<file path="src/rtl/hazard_ctrl.sv">
// -----------------------------------------------------------------------------
// hazard_ctrl
// Pipeline hazard controller for a 5-stage in-order core whose branches and
// register jumps resolve in ID.
//
// Detects load-use, ALU-to-branch and load-to-branch hazards and issues the
// needed stall cycles. A two-cycle stall uses the HOLD state. A data-memory
// wait freezes the pipeline and overrides everything else. Taken branches and
// jumps flush IF/ID. The block also keeps a stall-cycle performance counter
// and a sticky memory-wait watchdog.
//
// Ports
//   clk, rst_n                    clock, async active-low reset
//   id_rs1/2, id_use_rs1/2        ID sources and their use flags
//   branch, jalr, jump            ID control-flow class
//   branch_taken                  ID branch outcome
//   id_ex_rd/_reg_we/_mem_read    ID/EX producer info
//   ex_mem_rd/_reg_we/_mem_read   EX/MEM producer info
//   dmem_req, dmem_ready          data-memory handshake
//   pc_stall, if_id_stall         hold PC and IF/ID
//   if_id_flush, id_ex_flush      bubble IF/ID, bubble ID/EX
//   ex_stall, mem_wb_bubble       freeze controls used during a memory wait
//   haz_state, stall_cnt          FSM state (0=RUN, 1=HOLD), remaining stalls
//   mem_timeout                   sticky watchdog flag
//   stall_cycles                  count of cycles with pc_stall set
// -----------------------------------------------------------------------------
module hazard_ctrl (
  input  logic        clk,
  input  logic        rst_n,
  input  logic [4:0]  id_rs1,
  input  logic [4:0]  id_rs2,
  input  logic        id_use_rs1,
  input  logic        id_use_rs2,
  input  logic        branch,
  input  logic        jalr,
  input  logic        jump,
  input  logic        branch_taken,
  input  logic [4:0]  id_ex_rd,
  input  logic        id_ex_reg_we,
  input  logic        id_ex_mem_read,
  input  logic [4:0]  ex_mem_rd,
  input  logic        ex_mem_reg_we,
  input  logic        ex_mem_mem_read,
  input  logic        dmem_req,
  input  logic        dmem_ready,
  output logic        pc_stall,
  output logic        if_id_stall,
  output logic        if_id_flush,
  output logic        id_ex_flush,
  output logic        ex_stall,
  output logic        mem_wb_bubble,
  output logic        haz_state,
  output logic [1:0]  stall_cnt,
  output logic        mem_timeout,
  output logic [15:0] stall_cycles
);

  typedef enum logic {RUN = 1'b0, HOLD = 1'b1} state_e;

  state_e      state_q, state_d;
  logic [1:0]  stall_cnt_q, stall_cnt_d;
  logic [3:0]  wait_cnt_q, wait_cnt_d;
  logic        mem_timeout_q, mem_timeout_d;
  logic [15:0] stall_cycles_q, stall_cycles_d;

  logic        mem_wait_s;
  logic        ctl_s;
  logic        match_ex_s;
  logic        match_mem_s;
  logic [1:0]  need_s;

  // A source matches a producer only if it is read and is not x0.
  function automatic logic src_match(input logic       use_src,
                                     input logic [4:0] rs,
                                     input logic [4:0] rd);
    return use_src && (rs != 5'd0) && (rs == rd);
  endfunction

  // Hazard detection, stall sequencing and output decode.
  always_comb begin
    state_d        = state_q;
    stall_cnt_d    = stall_cnt_q;
    wait_cnt_d     = wait_cnt_q;
    mem_timeout_d  = mem_timeout_q;
    pc_stall       = 1'b0;
    if_id_stall    = 1'b0;
    if_id_flush    = 1'b0;
    id_ex_flush    = 1'b0;
    ex_stall       = 1'b0;
    mem_wb_bubble  = 1'b0;

    mem_wait_s  = dmem_req && !dmem_ready;
    ctl_s       = branch || jalr;
    match_ex_s  = src_match(id_use_rs1, id_rs1, id_ex_rd) ||
                  src_match(id_use_rs2, id_rs2, id_ex_rd);
    match_mem_s = src_match(id_use_rs1, id_rs1, ex_mem_rd) ||
                  src_match(id_use_rs2, id_rs2, ex_mem_rd);

    // A load-use hazard dominates: it is the only one that can need 2 cycles.
    if (id_ex_reg_we && id_ex_mem_read && match_ex_s) begin
      need_s = ctl_s ? 2'd2 : 2'd1;
    end else if (ctl_s && ((id_ex_reg_we && !id_ex_mem_read && match_ex_s) ||
                           (ex_mem_reg_we && ex_mem_mem_read && match_mem_s))) begin
      need_s = 2'd1;
    end else begin
      need_s = 2'd0;
    end

    if (mem_wait_s) begin
      // Freeze everything; the stall sequence is paused, not advanced.
      pc_stall      = 1'b1;
      if_id_stall   = 1'b1;
      ex_stall      = 1'b1;
      mem_wb_bubble = 1'b1;
    end else begin
      case (state_q)
        HOLD: begin
          pc_stall    = 1'b1;
          if_id_stall = 1'b1;
          id_ex_flush = 1'b1;
          if (stall_cnt_q <= 2'd1) begin
            state_d     = RUN;
            stall_cnt_d = 2'd0;
          end else begin
            stall_cnt_d = stall_cnt_q - 2'd1;
          end
        end
        RUN: begin
          if (need_s != 2'd0) begin
            pc_stall    = 1'b1;
            if_id_stall = 1'b1;
            id_ex_flush = 1'b1;
            if (need_s == 2'd2) begin
              state_d     = HOLD;
              stall_cnt_d = 2'd1;
            end else begin
              state_d = RUN;
            end
          end else if (jump || (branch && branch_taken)) begin
            if_id_flush = 1'b1;
          end else begin
            if_id_flush = 1'b0;
          end
        end
        default: begin
          state_d     = RUN;
          stall_cnt_d = 2'd0;
        end
      endcase
    end

    // Watchdog: saturate at 15, flag once a wait is still pending there.
    if (mem_wait_s) begin
      if (wait_cnt_q == 4'd15) begin
        mem_timeout_d = 1'b1;
      end else begin
        wait_cnt_d = wait_cnt_q + 4'd1;
      end
    end else begin
      wait_cnt_d = 4'd0;
    end

    stall_cycles_d = pc_stall ? (stall_cycles_q + 16'd1) : stall_cycles_q;
  end

  // State, watchdog and performance-counter registers.
  always_ff @(posedge clk or negedge rst_n) begin
    if (!rst_n) begin
      state_q        <= RUN;
      stall_cnt_q    <= 2'd0;
      wait_cnt_q     <= 4'd0;
      mem_timeout_q  <= 1'b0;
      stall_cycles_q <= 16'd0;
    end else begin
      state_q        <= state_d;
      stall_cnt_q    <= stall_cnt_d;
      wait_cnt_q     <= wait_cnt_d;
      mem_timeout_q  <= mem_timeout_d;
      stall_cycles_q <= stall_cycles_d;
    end
  end

  assign haz_state    = (state_q == HOLD);
  assign stall_cnt    = stall_cnt_q;
  assign mem_timeout  = mem_timeout_q;
  assign stall_cycles = stall_cycles_q;

endmodule
</file>
<file path="config.mk">
export PLATFORM = sky130hd
export DESIGN_NAME = hazard_ctrl
export DESIGN_NICKNAME = d
export VERILOG_FILES = /design/src/rtl/hazard_ctrl.sv
export SDC_FILE = /design/constraint.sdc
export NUM_CORES = 1
export LEC_CHECK = 0
export CORE_ASPECT_RATIO = 1.4
export CORE_MARGIN = 3
export CORE_UTILIZATION = 44
export DETAILED_ROUTE_END_ITERATION = 10
export PLACE_DENSITY_LB_ADDON = 0.2
export SLEW_MARGIN = 20
export SYNTH_ARGS = -nofsm -noshare
export SYNTH_HDL_FRONTEND = slang
export SYNTH_SLANG_ARGS = --single-unit
</file>
<file path="constraint.sdc">
create_clock -name clk -period 2.1 [get_ports clk]
set_clock_uncertainty 0.2 [all_clocks]
set_input_delay 0.21 -clock clk [delete_from_list [all_inputs] [get_ports clk]]
set_output_delay 0.21 -clock clk [all_outputs]
set_load 0.02 [all_outputs]
</file>
==> results.toml, run 1 <==
[floorplanning]
row_count = 24
start_util_pct = 47.76
num_io_pins = 60
die-area_um2 = 4279
die_h_um = 76.21
fp.dieW_um = 56.15
core_region_area_um2 = 3243

[outcome]
violations = "setup timing"
status = "finished, violations left"

[timing]
period_share_pct = 104.1
fin_crit_ns = 2.186
fmax_mhz = 457.5
slew_violations = 0
rsz0062_at_grt = "yes"
finalHoldViolCount = 0
worst_pin_slew_ns = 0.3563
final-setup-viol-count = 7
slew_headroom_pct = 76.18
finalHoldWorstSlack_ns = 0.1013
setup_ws_ns = -0.08565

[job]
timing.max_cap.violations = 0

[worst_setup_path]
startpoint_type = "input pin"
worst-setup-path-type = "input pin to output port"
crit_top_cell = "buf_6"
crit_path_end_kind = "output port"
crit_slowest_cell = "or4_4"
crit_path_max_incr_delay_ns = 0.53
cp_data_arrival_time_ns = 1.78
crit_fanout = 4
path_cells = "buf_6 > or4_4 > o21ai_4 > buf_6 > or4_4 > a21o_4 > nand3_4 > buf_6 > buf_6"
required_ns = 1.69

[place]
hpwlAfterDp_um = 3470
gp_congestion = 0.8328
post-place-ws_ns = -0.9539
port_buffers = 59

[power_and_ir_drop]
powerDensity_nw_per_um2 = 646.9
total_power_mw = 1.613
leakage_nw = 1.124
ir_drop_mv = 0.5784

[worst_hold_path]
min_path_type = "input pin to async pin"

[route]
dr.pass1.iters = 4
antenna_left = 0
drcViolationCount = 0
via_per_inst = 5.695
routed_wire_length_per_instance_um = 17.81
drtIter0Drc = 31
vias = 1549
routed_wl_um = 4843

[global_route]
grt_antenna_before_repair = 0
grt_pass1_vias = 1665
grt_use_total_pct = 22.14
grt_pass1_wl_um = 7576
grt_overflow = 0
grt_start_max_net_pins = 25

[synth]
synth_edf_count = 0
synth-seq-area-share_pct = 38.77
synth_top_area_share_pct = 38.77
syn_nets = 186
synth_flop_cell = "dfrtp_1"
async_flop_share_pct = 100.0
synth_area_um2 = 1549
synthCells = 150
synth-seq-cells = 24
synth_area_leaders = "dfrtp_1, xor2_1, xnor2_1, a311oi_2, nand3_1"
synth_largest_area_cell = "dfrtp_1"
avgSynthCellArea_um2 = 10.33
yosys.cell_types.count = 40
ys_warn_count = 0

[finish]
nets = 270
fin_util_pct = 76.89
area_growth_pct = 60.99
final_common_cell = "clkdlybuf4s50_1"
drive_above_1_share_pct = 33.48
fillers = 241
antenna_cells = 0
layout_common_cells = "clkdlybuf4s50_1, dfrtp_1, buf_4, xor2_1, dlygate4sd2_1"

[cts]
clockBufferDepth = 2
root_buffer = "clkbuf_8"
cts_tree = "yes"
cts_buffers = 3
cts.clk_slew.worst_paths_ns = 0.08
clkSinkCount = 24
clk_latency_ns = 0.26
htreeDepth = 1
-- power by group --
part | internal [mW] | total (mW) | leakage, nW | switching [mW]
registers | 0.537 | 0.618 | 0.310 | 0.0810
logic | 0.333 | 0.682 | 0.785 | 0.349
clock network | 0.167 | 0.313 | 0.0288 | 0.145
total | 1.04 | 1.61 | 1.12 | 0.575
-- flip-flops by register name (all words and copies together), names as in the netlist --
name          flops
haz_state         1
mem_timeout       1
stall_cnt         2
stall_cycles     16
wait_cnt_q        4
-- through the flow --
step | TNS (ns) | cell area (µm²) | instances
detailed placement | -15.15 | 2346 | 267
global route | -0.6527 | 2494 | 272
finish | -0.3283 | 2494 | 272
global placement | -12.94 | 2346 | 267
floorplan | -0.005571 | 1564 | 150
CTS | -0.2243 | 2451 | 271
-- repair_timing --
item / CTS / global route
hold buffers: 0 / 0
setup endpoints to repair: 22 / 15
gates resized for setup: 117 / 8
buffers inserted: 1 / 1
endpoints found under the hold margin: 0 / 0
pin swaps: 25 / 8
-- critical path: cells and delay by family --
kind / cells / cell delay [ns]
and+or+nand+nor: 3 / 0.75
AOI/OAI and AO/OA: 2 / 0.34
buffers and inverters: 4 / 0.47
-- synthesized netlist by cell type, types with 2 or more instances --
master,instances
o21ai_0,4
nand2b_1,4
nand3_1,10
a31oi_1,5
xnor2_1,15
nand2_1,7
a311oi_1,3
or4_4,2
a21oi_1,3
a311o_1,2
nor2_1,5
o21ai_1,2
a311oi_2,5
buf_4,3
and4_1,2
inv_1,5
xor2_1,21
and3_1,2
ha_1,2
nand4_1,3
nor4_1,2
dfrtp_1,24
or4_1,2
-- final timing paths --
path                                 start                to  slack (ns)  cells past startpoint
max                              id_rs1[3]       if_id_stall       -0.09                      9
min reg2reg                stall_cycles[8]   stall_cycles[8]        0.30                      1
max reg2reg                stall_cycles[6]  stall_cycles[15]        0.09                      6
min in group clk           stall_cycles[8]   stall_cycles[8]        0.30                      1
min                                  rst_n   stall_cycles[8]        0.10                      2
max in group asynchronous            rst_n  stall_cycles[11]        1.37                      2
-- cell families after synthesis --
| kind of cell | count (synthesis) | share of synthesized area [%] |
|---|---|---|
| multiplexers | 2 | 1.373 |
| AND/OR/NAND/NOR | 44 | 16.96 |
| AO/OA/AOI/OAI | 31 | 16.80 |
| XOR/XNOR | 36 | 20.36 |
| adder cells (fa/ha/maj) | 2 | 1.615 |
| buffers and inverters | 11 | 4.119 |
| flip-flops | 24 | 38.77 |
-- layer usage --
layer	wire, µm	global-route usage, %
met1	1719	22.35
met2	2691	41.92
met3	217	2.881
met5	0	0
met4	215	12.59
-- area by class of cell --
cell class / instances / area (µm²) / share of cell area [%]
Clock buffer: 4 / 55.05 / 2.208
Sequential cell: 24 / 600.6 / 24.08
Timing Repair Buffer: 85 / 733.2 / 29.40
Tap cell: 39 / 48.80 / 1.957
Multi-Input combinational cell: 115 / 1037 / 41.60
Inverter: 5 / 18.77 / 0.7526
Power figures use the tool's default switching activity.
==> run 2: changes to the inputs <==
--- a/config.mk
+++ b/config.mk
@@ -5,10 +5,12 @@
 export SDC_FILE = /design/constraint.sdc
 export NUM_CORES = 1
 export LEC_CHECK = 0
+export ABC_AREA = 1
 export CORE_ASPECT_RATIO = 1.4
 export CORE_MARGIN = 3
-export CORE_UTILIZATION = 44
+export CORE_UTILIZATION = 46
 export DETAILED_ROUTE_END_ITERATION = 10
+export GPL_ROUTABILITY_DRIVEN = 0
 export PLACE_DENSITY_LB_ADDON = 0.2
 export SLEW_MARGIN = 20
 export SYNTH_ARGS = -nofsm -noshare
==> run 2 against run 1 <==
Against the previous run:
- the flow now finishes without violations
- final area increased by 0.80%
- setup slack improved by 0.18 ns
- die area increased by 8.6%
- hold slack got worse by 0.016 ns
- combinational power decreased by 22%
- sequential share of layout area decreased by 0.19 points
- register-to-register slack improved by 0.22 ns
- largest cell class unchanged
==> results.toml, run 2 <==
[synth]
synth_flop_cell = "dfrtp_1"
yosys.cell_types.count = 25
async_flop_share_pct = 100.0
synth_edf_count = 0
synth_commonest_cells = "nand2_1, inv_1, nor2_1, dfrtp_1, xor2_1"
synth_largest_area_cell = "dfrtp_1"
syn_nets = 279
synthCells = 243
synth.most_common_cell = "nand2_1"
synth-seq-area-share_pct = 33.85
synth_top_area_share_pct = 33.85
synth_area_um2 = 1774
avgSynthCellArea_um2 = 7.301
ys_warn_count = 0
synth-seq-cells = 24
synth_area_leaders = "dfrtp_1, nand2_1, xor2_1, nand4_1, inv_1"

[worst_setup_path]
crit_slowest_cell = "clkdlybuf4s50_1"
crit_family = "buffers and inverters"
reg2reg_to = "stall_cycles[14]"
reg2reg_depth = 7
crit_fanout = 6
crit_top_cell = "clkdlybuf4s50_1"
r2r_slack_ns = 0.31
cp_data_arrival_time_ns = 1.60
crit_path_end_kind = "output port"
path_buf_inv = 4
r2r_start = "stall_cycles[0]"
startpoint_type = "input pin"
path_cells = "clkdlybuf4s50_1 > inv_1 > nor2_1 > buf_4 > clkdlybuf4s50_1"
worst-setup-path-type = "input pin to output port"
required_ns = 1.69
crit_path_max_incr_delay_ns = 0.60

[outcome]
status = "completed"

[finish]
layout_common_cells = "nand2_1, clkdlybuf4s50_1, inv_1, nor2_1, dfrtp_1"
fin_cells = 350
fin_area_um2 = 2514
fin_util_pct = 68.38
antenna_cells = 0
fillers = 317
largest_reg_flops = 16
area_growth_pct = 41.68
nets = 345
multi_input_area_um2 = 1039
final_common_cell = "nand2_1"
drive_above_1_share_pct = 8.766
ff_latch_area_um2 = 600.6

[timing]
setup_ws_ns = 0.09359
rsz0062_at_grt = "no"
fmax_mhz = 498.4
finalHoldViolCount = 0
final-setup-viol-count = 0
fin_tns_setup_ns = 0
fin_crit_ns = 2.006
finalHoldWorstSlack_ns = 0.08547
slew_headroom_pct = 68.72
worst_pin_slew_ns = 0.4643
period_share_pct = 95.54
slew_violations = 0

[global_route]
grt_pass1_wl_um = 7603
grt_pass1_vias = 1791
grt_antenna_before_repair = 0
grt_overflow = 0
grt_use_total_pct = 20.85
grt_start_max_net_pins = 25

[route]
vias = 1835
routed_wl_um = 4602
routed_wire_length_per_instance_um = 13.15
antenna_left = 0
drtIter0Drc = 96
via_per_inst = 5.243
drcViolationCount = 0
dr.pass1.iters = 4

[floorplanning]
row_count = 26
die-area_um2 = 4648
fp.dieW_um = 58.49
die_h_um = 79.48
num_io_pins = 60
start_util_pct = 48.26
core_region_area_um2 = 3676

[cts]
root_buffer = "clkbuf_8"
cts_hold_buf = 0
clk_latency_ns = 0.27
cts.clk_slew.worst_paths_ns = 0.08
cts_setup_buffers = 0
cts_tree = "yes"
cts_buffers = 3
clkSinkCount = 24
clockBufferDepth = 2
htreeDepth = 1

[place]
hpwlAfterDp_um = 3513
post-place-ws_ns = -0.5943
dpl.cell_count = 346
port_buffers = 59
dpl_cell_area_um2 = 2439

[power_and_ir_drop]
leakage_nw = 1.244
ir_drop_mv = 0.7245
total_power_mw = 1.552
powerDensity_nw_per_um2 = 617.3

[job]
timing.max_cap.violations = 0

[worst_hold_path]
min_path_type = "input pin to async pin"
## run 2: per-layer routing
metal | up-vias | track usage [%] | wire, µm
li1 | 917 | - | -
met1 | 843 | 24.24 | 1852
met2 | 57 | 35.12 | 2285
met3 | 18 | 3.560 | 264
met4 | 0 | 12.06 | 198
met5 | - | 0 | 0
## run 2: area by class of cell
| cell class | instances | share of cell area (%) |
|---|---|---|
| clock buffers | 3 | 1.643 |
| clock inverters | 1 | 1.195 |
| inverters | 28 | 4.181 |
| multi-input cells | 184 | 41.31 |
| flip-flops and latches | 24 | 23.89 |
| well taps | 42 | 2.091 |
| repair buffers | 68 | 25.68 |
## run 2: cells by family after synthesis
kind of cell / synth area share (%)
and+or+nand+nor: 34.70
DFF: 33.85
xor gates and xnor gates: 16.29
buffers and inverters: 8.533
adders and majority gates: 1.410
AOI/OAI and AO/OA: 5.219
## run 2: report_power, final
group | internal (mW) | total [mW] | switching, mW
clock | 0.255 | 0.410 | 0.155
combinational | 0.253 | 0.534 | 0.281
sequential | 0.519 | 0.607 | 0.0881
total | 1.03 | 1.55 | 0.524
## run 2: worst max-delay path by stage
stage / startpoint / end / slack [ns] / cells after the start
4_1_cts: id_ex_rd[3] / id_ex_flush / 0.007 / 10
3_3_place_gp: id_rs2[4] / id_ex_flush / -0.61 / 11
2_1_floorplan: id_ex_rd[2] / id_ex_flush / 0.25 / 10
5_1_grt: id_rs2[3] / if_id_flush / 0.0009 / 13
6_report: dmem_req / mem_wb_bubble / 0.09 / 5
3_5_place_dp: id_rs2[4] / id_ex_flush / -0.59 / 11
## run 2: what timing repair did
| item | in CTS | in global routing |
|---|---|---|
| setup endpoints to repair | 4 | 4 |
| pin swaps | 3 | 5 |
| resized for setup | 35 | 12 |
==> run 3: changes to the inputs <==
--- a/config.mk
+++ b/config.mk
@@ -11,6 +11,7 @@
 export CORE_UTILIZATION = 46
 export DETAILED_ROUTE_END_ITERATION = 10
 export GPL_ROUTABILITY_DRIVEN = 0
+export HOLD_SLACK_MARGIN = 0.15
 export PLACE_DENSITY_LB_ADDON = 0.2
 export SLEW_MARGIN = 20
 export SYNTH_ARGS = -nofsm -noshare
==> run 3 against run 2 <==
Against the previous run:
- wire length hardly changed
- largest cell class unchanged
- non-clock buffer count is 1 higher
- register-to-register slack hardly changed
- sequential power hardly changed
- largest power group unchanged
- clock-buffer cell count stayed put
- critical endpoint unchanged
- die area stayed put
- critical path depth stayed put
- final area is 0.40% higher
- sequential share of layout area is 0.095 points lower
==> results.toml, run 3 (same netlist as run 2, synthesis figures left out) <==
[worst_setup_path]
startpoint = "dmem_req"
worst-setup-path-type = "input pin to output port"
crit_path_end_kind = "output port"
crit_family = "buffers and inverters"
cp-endpoint = "mem_wb_bubble"
path_buf_inv = 4
crit_slowest_cell = "clkdlybuf4s50_1"
r2r_slack_ns = 0.31
r2r_start = "stall_cycles[0]"
path_cells = "clkdlybuf4s50_1 > inv_1 > nor2_1 > buf_4 > clkdlybuf4s50_1"
required_ns = 1.69
reg2reg_depth = 7
crit_top_cell = "clkdlybuf4s50_1"
reg2reg_to = "stall_cycles[14]"
path_depth = 5
crit_fanout = 6
cp_data_arrival_time_ns = 1.60
startpoint_type = "input pin"
crit_path_max_incr_delay_ns = 0.60

[timing]
rsz0062_at_grt = "no"
setup_ws_ns = 0.09359
fin_crit_ns = 2.006
period_share_pct = 95.54
slew_headroom_pct = 68.72
final-setup-viol-count = 0
finalHoldWorstSlack_ns = 0.2888
worst_pin_slew_ns = 0.4643
slew_violations = 0
fin_tns_setup_ns = 0
fmax_mhz = 498.4
finalHoldViolCount = 0

[finish]
antenna_cells = 0
fin_area_um2 = 2524
fin_util_pct = 68.65
area_growth_pct = 42.24
drive_above_1_share_pct = 8.738
layout_common_cells = "nand2_1, clkdlybuf4s50_1, inv_1, nor2_1, dfrtp_1"
final_common_cell = "nand2_1"
fin_cells = 351
largest_reg_flops = 16
nets = 346

[floorplanning]
die_h_um = 79.48
die-area_um2 = 4648
start_util_pct = 48.26
row_count = 26
core_region_area_um2 = 3676
fp.dieW_um = 58.49
num_io_pins = 60

[route]
routed_wl_um = 4603
drcViolationCount = 0
antenna_left = 0
dr.pass1.iters = 4
drtIter0Drc = 73
via_per_inst = 5.236
vias = 1838
routed_wire_length_per_instance_um = 13.11

[place]
port_buffers = 59
hpwlAfterDp_um = 3513
post-place-ws_ns = -0.5943
dpl_cell_area_um2 = 2439
dpl.cell_count = 346

[cts]
clkSinkCount = 24
cts_buffers = 3
cts.clk_slew.worst_paths_ns = 0.08
cts_tree = "yes"
root_buffer = "clkbuf_8"
htreeDepth = 1
clockBufferDepth = 2
clk_latency_ns = 0.27

[power_and_ir_drop]
leakage_nw = 1.249
total_power_mw = 1.553
ir_drop_mv = 0.7244
powerDensity_nw_per_um2 = 615.3

[outcome]
status = "completed"

[global_route]
grt_pass1_vias = 1792
grt_overflow = 0
grt_antenna_before_repair = 0
grt_start_max_net_pins = 25
grt_pass1_wl_um = 7610
grt_use_total_pct = 20.89

[worst_hold_path]
min_path_type = "register to register"

[job]
timing.max_cap.violations = 0
-- run 3: cell count changes in the layout (fill, tap and decap cells not counted), sizes merged --
cell and change:
dlygate4sd3 +1
-- run 3: worst min path at each step --
stage / cells past startpoint / to / from
CTS: 1 / mem_timeout / mem_timeout
finish: 1 / mem_timeout / mem_timeout
floorplan: 0 / haz_state / rst_n
global route: 1 / mem_timeout / mem_timeout
global placement: 1 / mem_timeout / mem_timeout
detailed placement: 1 / mem_timeout / mem_timeout
-- run 3: area by class of cell --
cell class	count	area, µm²
fill	316	1152
multi-input combinational	184	1039
clock buffer	3	41.29
tap	42	52.55
clock inverter	1	30.03
timing repair buffer	69	655.6
inverter	28	105.1
sequential	24	600.6
-- run 3: worst register-to-register path: stages (launching register included) --
cell and delay (ns):
dfrtp_1 0.44, ha_1 0.24, nand2_1 0.09, nor3_1 0.33, nand3_1 0.15, xnor2_1 0.15, nand2_1 0.06, nand2_1 0.04
-- run 3: what timing repair did --
action / in CTS / in global routing
setup endpoints to repair: 4 / 4
setup buffers: 0 / 0
hold buffers: 1 / 0
hold endpoints to repair: 24 / 0
pin swaps: 3 / 5
resized for setup: 35 / 12
-- run 3: power breakdown --
| group | internal [mW] | leakage [nW] | total (mW) | switching [mW] |
|---|---|---|---|---|
| combinational | 0.254 | 0.887 | 0.535 | 0.281 |
| sequential | 0.519 | 0.326 | 0.607 | 0.0881 |
| clock | 0.255 | 0.0357 | 0.410 | 0.155 |
-- run 3: routing by layer --
| layer | routed length [µm] | GRT usage, % | vias up |
|---|---|---|---|
| met5 | 0 | 0 | - |
| met4 | 198 | 12.06 | 0 |
| met3 | 266 | 3.560 | 18 |
| met2 | 2282 | 35.12 | 58 |
| met1 | 1856 | 24.34 | 843 |
| li1 | - | - | 919 |
